### config.mk
export PLATFORM = sky130hd
export DESIGN_NAME = alu_share_ctrl
export DESIGN_NICKNAME = d
export VERILOG_FILES = /design/src/rtl/alu_share_ctrl.sv
export SDC_FILE = /design/constraint.sdc
export NUM_CORES = 1
export LEC_CHECK = 0
export ABC_AREA = 1
export CAP_MARGIN = 10
export CORE_AREA = 2 2 268 270
export CTS_CLUSTER_DIAMETER = 50
export DETAILED_ROUTE_END_ITERATION = 10
export DIE_AREA = 0 0 270 272
export PLACE_DENSITY = 0.46
export SYNTH_ARGS = -nofsm -noshare
export SYNTH_HDL_FRONTEND = slang
export SYNTH_SLANG_ARGS = --single-unit
export TNS_END_PERCENT = 30
### constraint.sdc
create_clock -name clk -period 1.9 [get_ports clk]
set_input_delay 0.475 -clock clk [delete_from_list [all_inputs] [get_ports clk]]
set_output_delay 0.475 -clock clk [all_outputs]
set_load 0.01 [all_outputs]
### src/rtl/alu_share_ctrl.sv
// rtl/alu_share_ctrl.sv - two-requester controller sharing one external ALU; optional ALU_SHARE_RR_EN selects round-robin tie breaking
module alu_share_ctrl #(
  parameter int N       = 64,
  parameter int NUM_OPS = 35
) (
  input  logic         clk,
  input  logic         rst,
  input  logic         req0_valid,
  output logic         req0_ready,
  input  logic [N-1:0] req0_a,
  input  logic [N-1:0] req0_b,
  input  logic [5:0]   req0_sel,
  input  logic         req1_valid,
  output logic         req1_ready,
  input  logic [N-1:0] req1_a,
  input  logic [N-1:0] req1_b,
  input  logic [5:0]   req1_sel,
  output logic         rsp_valid,
  input  logic         rsp_ready,
  output logic         rsp_id,
  output logic [N-1:0] rsp_result,
  output logic [N-1:0] rsp_upper,
  output logic [6:0]   rsp_flags,
  output logic         rsp_err,
  output logic [N-1:0] alu_a,
  output logic [N-1:0] alu_b,
  output logic [5:0]   alu_sel,
  input  logic [N-1:0] alu_result,
  input  logic [N-1:0] alu_upper,
  input  logic [6:0]   alu_flags,
  output logic         busy
);

  typedef enum logic [1:0] {IDLE, EXEC, RESP} state_t;

  localparam logic [6:0] NUM_OPS_W = 7'(NUM_OPS);

  state_t       state;
  state_t       state_nxt;
  logic         grant0;
  logic         grant1;
  logic         id_q;
  logic         err_q;
  logic [N-1:0] g_a;
  logic [N-1:0] g_b;
  logic [5:0]   g_sel;
  logic         g_err;

`ifdef ALU_SHARE_RR_EN
  logic last_grant;

  // round-robin: on a tie the requester that did not win last time is granted
  always_comb begin
    grant0 = 1'b0;
    grant1 = 1'b0;
    if (state == IDLE && !rst) begin
      if (req0_valid && req1_valid) begin
        grant0 = last_grant;
        grant1 = !last_grant;
      end else begin
        grant0 = req0_valid;
        grant1 = req1_valid;
      end
    end
  end

  // remember the most recent winner; reset to 1 so requester 0 wins the first tie
  always_ff @(posedge clk) begin
    if (rst) begin
      last_grant <= 1'b1;
    end else if (grant0 || grant1) begin
      last_grant <= grant1;
    end
  end
`else
  // fixed priority: requester 0 always wins a tie
  always_comb begin
    grant0 = 1'b0;
    grant1 = 1'b0;
    if (state == IDLE && !rst) begin
      grant0 = req0_valid;
      grant1 = req1_valid && !req0_valid;
    end
  end
`endif

  assign req0_ready = grant0;
  assign req1_ready = grant1;
  assign rsp_valid  = (state == RESP);
  assign busy       = (state != IDLE);

  // operand mux for whichever requester is granted this cycle
  always_comb begin
    g_a   = req0_a;
    g_b   = req0_b;
    g_sel = req0_sel;
    if (grant1) begin
      g_a   = req1_a;
      g_b   = req1_b;
      g_sel = req1_sel;
    end
    g_err = ({1'b0, g_sel} >= NUM_OPS_W);
  end

  // state register
  always_ff @(posedge clk) begin
    if (rst) begin
      state <= IDLE;
    end else begin
      state <= state_nxt;
    end
  end

  // next state: one accept per IDLE, one settle cycle, then hold response until taken
  always_comb begin
    state_nxt = state;
    case (state)
      IDLE: if (grant0 || grant1) state_nxt = EXEC;
      EXEC: state_nxt = RESP;
      RESP: if (rsp_ready) state_nxt = IDLE;
      default: state_nxt = IDLE;
    endcase
  end

  // datapath: launch operands on grant, capture ALU outputs at the end of EXEC
  always_ff @(posedge clk) begin
    if (rst) begin
      alu_a      <= '0;
      alu_b      <= '0;
      alu_sel    <= '0;
      id_q       <= 1'b0;
      err_q      <= 1'b0;
      rsp_id     <= 1'b0;
      rsp_result <= '0;
      rsp_upper  <= '0;
      rsp_flags  <= '0;
      rsp_err    <= 1'b0;
    end else begin
      if (grant0 || grant1) begin
        alu_a   <= g_a;
        alu_b   <= g_b;
        alu_sel <= g_sel;
        id_q    <= grant1;
        err_q   <= g_err;
      end
      if (state == EXEC) begin
        rsp_id  <= id_q;
        rsp_err <= err_q;
        if (err_q) begin
          rsp_result <= '0;
          rsp_upper  <= '0;
          rsp_flags  <= '0;
        end else begin
          rsp_result <= alu_result;
          rsp_upper  <= alu_upper;
          rsp_flags  <= alu_flags;
        end
      end
    end
  end

endmodule

**Word-level counts from Yosys, hierarchy flattened**

Index checks and enable logic that the tools add are counted.

- Bits in registers: 275
- Input bits: 408
- Output and inout bits: 275
- Logic and storage cells: 35

- Order comparisons: 1
- Equal/unequal tests: 4
- Multiplexer cells: 11
- Reductions and logical operators: 8

Operator list:

| operator | count |
|---|---|
| 64-bit 2-to-1 mux | 4 |
| 7-bit 2-to-1 mux | 1 |
| 6-bit >= comparator, second input constant | 1 |
| 6-bit 2-to-1 mux | 1 |
| 2-bit one-hot mux with 3 select lines | 1 |
| 2-bit 2-to-1 mux | 2 |
| 2-bit by 1-bit inequality test with 1-bit output, second input constant | 2 |
| 2-bit by 1-bit == test with 1-bit output, second input constant | 1 |
| 2-bit == test, second input constant | 1 |
| 1-bit logical AND | 2 |
| 1-bit logical NOT | 2 |
| 2-bit logical NOT | 1 |
| 1-bit 2-to-1 mux | 2 |
| 2-bit AND reduction | 1 |
| 2-bit nonzero test | 1 |
| 1-bit logical OR | 1 |

**Logic depth before layout (Yosys ltp)**

Gate-level depths: netlist of run 1.

- Depth in word-level cells: 6
- Mapped depth: 10
- Depth with buffers taken out: 9

**Worst setup path before layout of run 1**

Ideal clock, no wire load.

- Path type: input to output
- From: in rst
- To: out req1_ready
- Data arrival time: 1.212 ns
- Required time: 1.425 ns
- Setup slack: 0.213 ns
- Stages on the path: 6
- Cells stage by stage: buf_2 > inv_2 > nand3_2 > inv_2 > buf_2 > buf_2

- Cells in the longest elaborated chain, start to end: 3

Ends and longest elaborated chain:

| element | line | RTL |
|---|---|---|
| start, declared | 7 | `input logic rst,` |
| 1-bit logical NOT | 80 | `if (state == IDLE && !rst) begin` |
| 1-bit logical AND | 80 |  |
| 1-bit 2-to-1 mux | 80 |  |
| end, declared | 14 | `output logic req1_ready,` |

Every way passes these cells.

**Final worst setup path of run 1**

- From: reg state[1]
- To: out req1_ready

- Cells in the longest elaborated chain, start to end: 3

Ends and longest elaborated chain:

| element | line | RTL |
|---|---|---|
| start, declared | 38 | `state_t state;` |
| start signal, assigned | 110 | `state <= state_nxt;` |
| 2-bit logical NOT | 80 |  |
| 1-bit logical AND | 80 |  |
| 1-bit 2-to-1 mux | 80 |  |

Every way passes these cells.

==> impl_metrics.json, run 1 <==
{
  "status": "finished with violations",
  "violations": "setup timing",
  "cp_slowest_cell": "dfxtp_2",
  "ys_seq_elements": 275,
  "area_delta_synth_final_pct": 89.5,
  "cp-end-kind": "output pin",
  "yosys.area.top_type": "dfxtp_1",
  "p_clk_share_pct": 48.0,
  "die_h_um": 272,
  "ir_drop_v": 0.000718,
  "rsz0062_at_grt": "true",
  "setup_viol": 2,
  "hp-class": "in -> reg",
  "die_w_um": 270,
  "final_antenna_net_count": 0,
  "design.core.area_mm2": 0.0708,
  "fin_ws_ns": -0.0140,
  "final_cell_mix": "clkdlybuf4s50_1, nor2_1, dfxtp_1",
  "syn-num-nets": 1793,
  "htreeDepth": 2,
  "dp_hpwl_mm": 38.6,
  "drive_gt1_share_pct": 8.50,
  "gr-usage-all-layers_pct": 13.6,
  "final_area_mm2": 0.0203,
  "required_ns": 1.42,
  "cts_buffers": 50,
  "cp.arrival_ns": 1.44,
  "hold_ws_ns": 0.388,
  "cp-start-kind": "flop",
  "routed_wl_mm": 53.3,
  "fmax_mhz": 522,
  "critPathMaxStageDelay_ns": 0.34,
  "hold_viol": 0,
  "io_pins": 683,
  "final_util_pct": 28.6,
  "path_clk_slew_ns": 0.06,
  "p_sw_uw": 5270,
  "vias_per_cell": 4.01,
  "post-route-period-util_pct": 101,
  "critPathKind": "reg -> out",
  "ys_seq_area_share_pct": 51.5,
  "gr-total-overflow": 0,
  "antenna_cells": 0,
  "nNetsFinal": 2475,
  "grt_pass1_vias": 12300,
  "die-area_mm2": 0.0734,
  "clock_path_buffers": 3,
  "drtIter0Drc": 553,
  "wl_per_cell_um": 17.4,
  "syn_inst": 1385,
  "crit_chain": "nor2_4 > buf_12 > nand3_4 > inv_4 > buf_6",
  "synth_area_mm2": 0.0107,
  "fin_crit_ns": 1.91,
  "cts_sinks": 275,
  "antenna_found_initial": 4,
  "yosys_warnings": 0,
  "grt_max_degree": 144,
  "core.rowCount": 98,
  "grt_pass1_wl_mm": 77.4,
  "via_count": 12300,
  "synth.area.top_cells": "dfxtp_1, nor2_1, a22oi_1, a21oi_1, nand2_1",
  "seq_power_share_pct": 34.0,
  "hold_buffers": 0,
  "maxCapViolations": 0,
  "placed_area_mm2": 0.0188,
  "clkLatencyLatePin_ns": 0.58,
  "p_comb_share_pct": 18.0,
  "initial_core_util_pct": 15.1,
  "placement.io_buffers": 682,
  "crit_fanout": 3,
  "drc": 0,
  "swShare_pct": 27.9,
  "p_int_uw": 13600,
  "layout_commonest_cell": "clkdlybuf4s50_1",
  "tightestPinTransition_ns": 0.845,
  "fin_skew_ns": 0.0172,
  "yosysTopAreaCellShare_pct": 51.5,
  "slew_violations": 0,
  "cts_root_buffer": "clkbuf_16",
  "cp_top_family": "flip-flops",
  "powerDensity_mw_per_mm2": 933,
  "dr.pass1.iters": 5,
  "max_slew_margin_pct": 43.7,
  "timing.critical_path.buf_inv": 3,
  "cts_tree": "built",
  "pre_cts_ws_ns": -0.641,
  "synth_cell_type_count": 22,
  "synth.avg_cell_area_um2": 7.72,
  "leakage_uw": 0.00892,
  "gp_congestion": 0.862
}
power by group through the flow:
stage               sequential (uW)  combinational [uW]  clock (uW)
floorplan                      6710                1220           0
global placement               6540                3650           0
detailed placement             6550                3680           0
CTS                            6420                3420        9390
global route                   6470                3730        9630
finish                         6420                3400        9080
cells in the mapped netlist:
cell	number
nor2_1	380
dfxtp_1	275
nand2_1	178
a21oi_1	149
a22oi_1	118
o21ai_1	90
buf_2	61
o21ai_0	45
clkbuf_1	41
buf_6	10
inv_1	9
buf_4	6
a31oi_1	4
inv_2	4
nand3_1	4
nand4_1	4
nor2_4	2
nand2_2	1
nand3_2	1
nor2_2	1
nor3_1	1
or2_2	1
final cells by class:
class,instances,area (um2)
fill,7684,50500
clock buffer,61,1380
sequential,275,5510
timing repair buffer,748,7260
multi-input combinational,979,4550
clock inverter,30,315
inverter,13,61.3
tap,950,1190
per-stage QoR:
stage               TNS [ns]  total power [uW]  instances
finish               -0.0247             18900       3056
global route          -0.391             19800       3056
CTS                   -0.314             19200       3050
detailed placement    -72.64             10200       2958
global placement      -68.89             10200       2958
floorplan                  0              7930       1385
repair_timing:
item	4_1_cts	5_1_grt
gates cloned	0	2
resized for setup	295	19
setup endpoints to repair	282	63
buffers inserted	1	4
pin swaps	1	2
flip-flops by register name (all words and copies together) (netlist names):
name and cells:
alu_a 64, alu_b 64, alu_sel 6, err_q 1
id_q 1, rsp_err 1, rsp_flags 7, rsp_id 1
rsp_result 64, rsp_upper 64, state 2
worst min-delay path, cell delays in order:
cell,delay [ns]
clkbuf_8,0.10
inv_2,0.05
buf_4,0.18
o21ai_0,0.08
nor2_1,0.04
per-layer routing:
| metal | global-route usage [%] | vias up | wire length [um] |
|---|---|---|---|
| li1 | - | 6014 | - |
| met1 | 14.7 | 5677 | 20500 |
| met2 | 24.1 | 507 | 26100 |
| met3 | 6.38 | 65 | 5700 |
| met4 | 3.04 | 4 | 899 |
| met5 | 0 | - | 25 |
cells by family (layout without fill, tap and decap cells):
logic type	count (synthesis)	in the layout	synth area share, %
AO/OA/AOI/OAI	406	406	21.8
buffers and inverters	131	852	6.22
flip-flops	275	275	51.5
AND/OR/NAND/NOR	573	573	20.5
path summary, 6_finish.rpt:
kind / start / to / slack (ns) / depth (start not counted)
setup reg to reg: state[1]$_SDFFE_PP0P_ / alu_a[11]$_SDFFE_PP0P_ / 0.09 / 10
setup / recovery: state[1]$_SDFFE_PP0P_ / req1_ready / -0.01 / 5
hold / removal: rst / rsp_id$_SDFFE_PP0N_ / 0.39 / 5
hold reg to reg: alu_b[17]$_SDFFE_PP0P_ / alu_b[17]$_SDFFE_PP0P_ / 0.46 / 2
No activity file was read; power rests on OpenSTA's default activity.
==> run 2, diff against run 1 <==
--- a/config.mk
+++ b/config.mk
@@ -6,12 +6,12 @@
 export NUM_CORES = 1
 export LEC_CHECK = 0
 export ABC_AREA = 1
-export CAP_MARGIN = 10
 export CORE_AREA = 2 2 268 270
 export CTS_CLUSTER_DIAMETER = 50
 export DETAILED_ROUTE_END_ITERATION = 10
 export DIE_AREA = 0 0 270 272
 export PLACE_DENSITY = 0.46
+export RECOVER_POWER = 50
 export SYNTH_ARGS = -nofsm -noshare
 export SYNTH_HDL_FRONTEND = slang
 export SYNTH_SLANG_ARGS = --single-unit
==> results of run 2 <==
No change in the layout: final DEF, timing and power equal those of run 1.
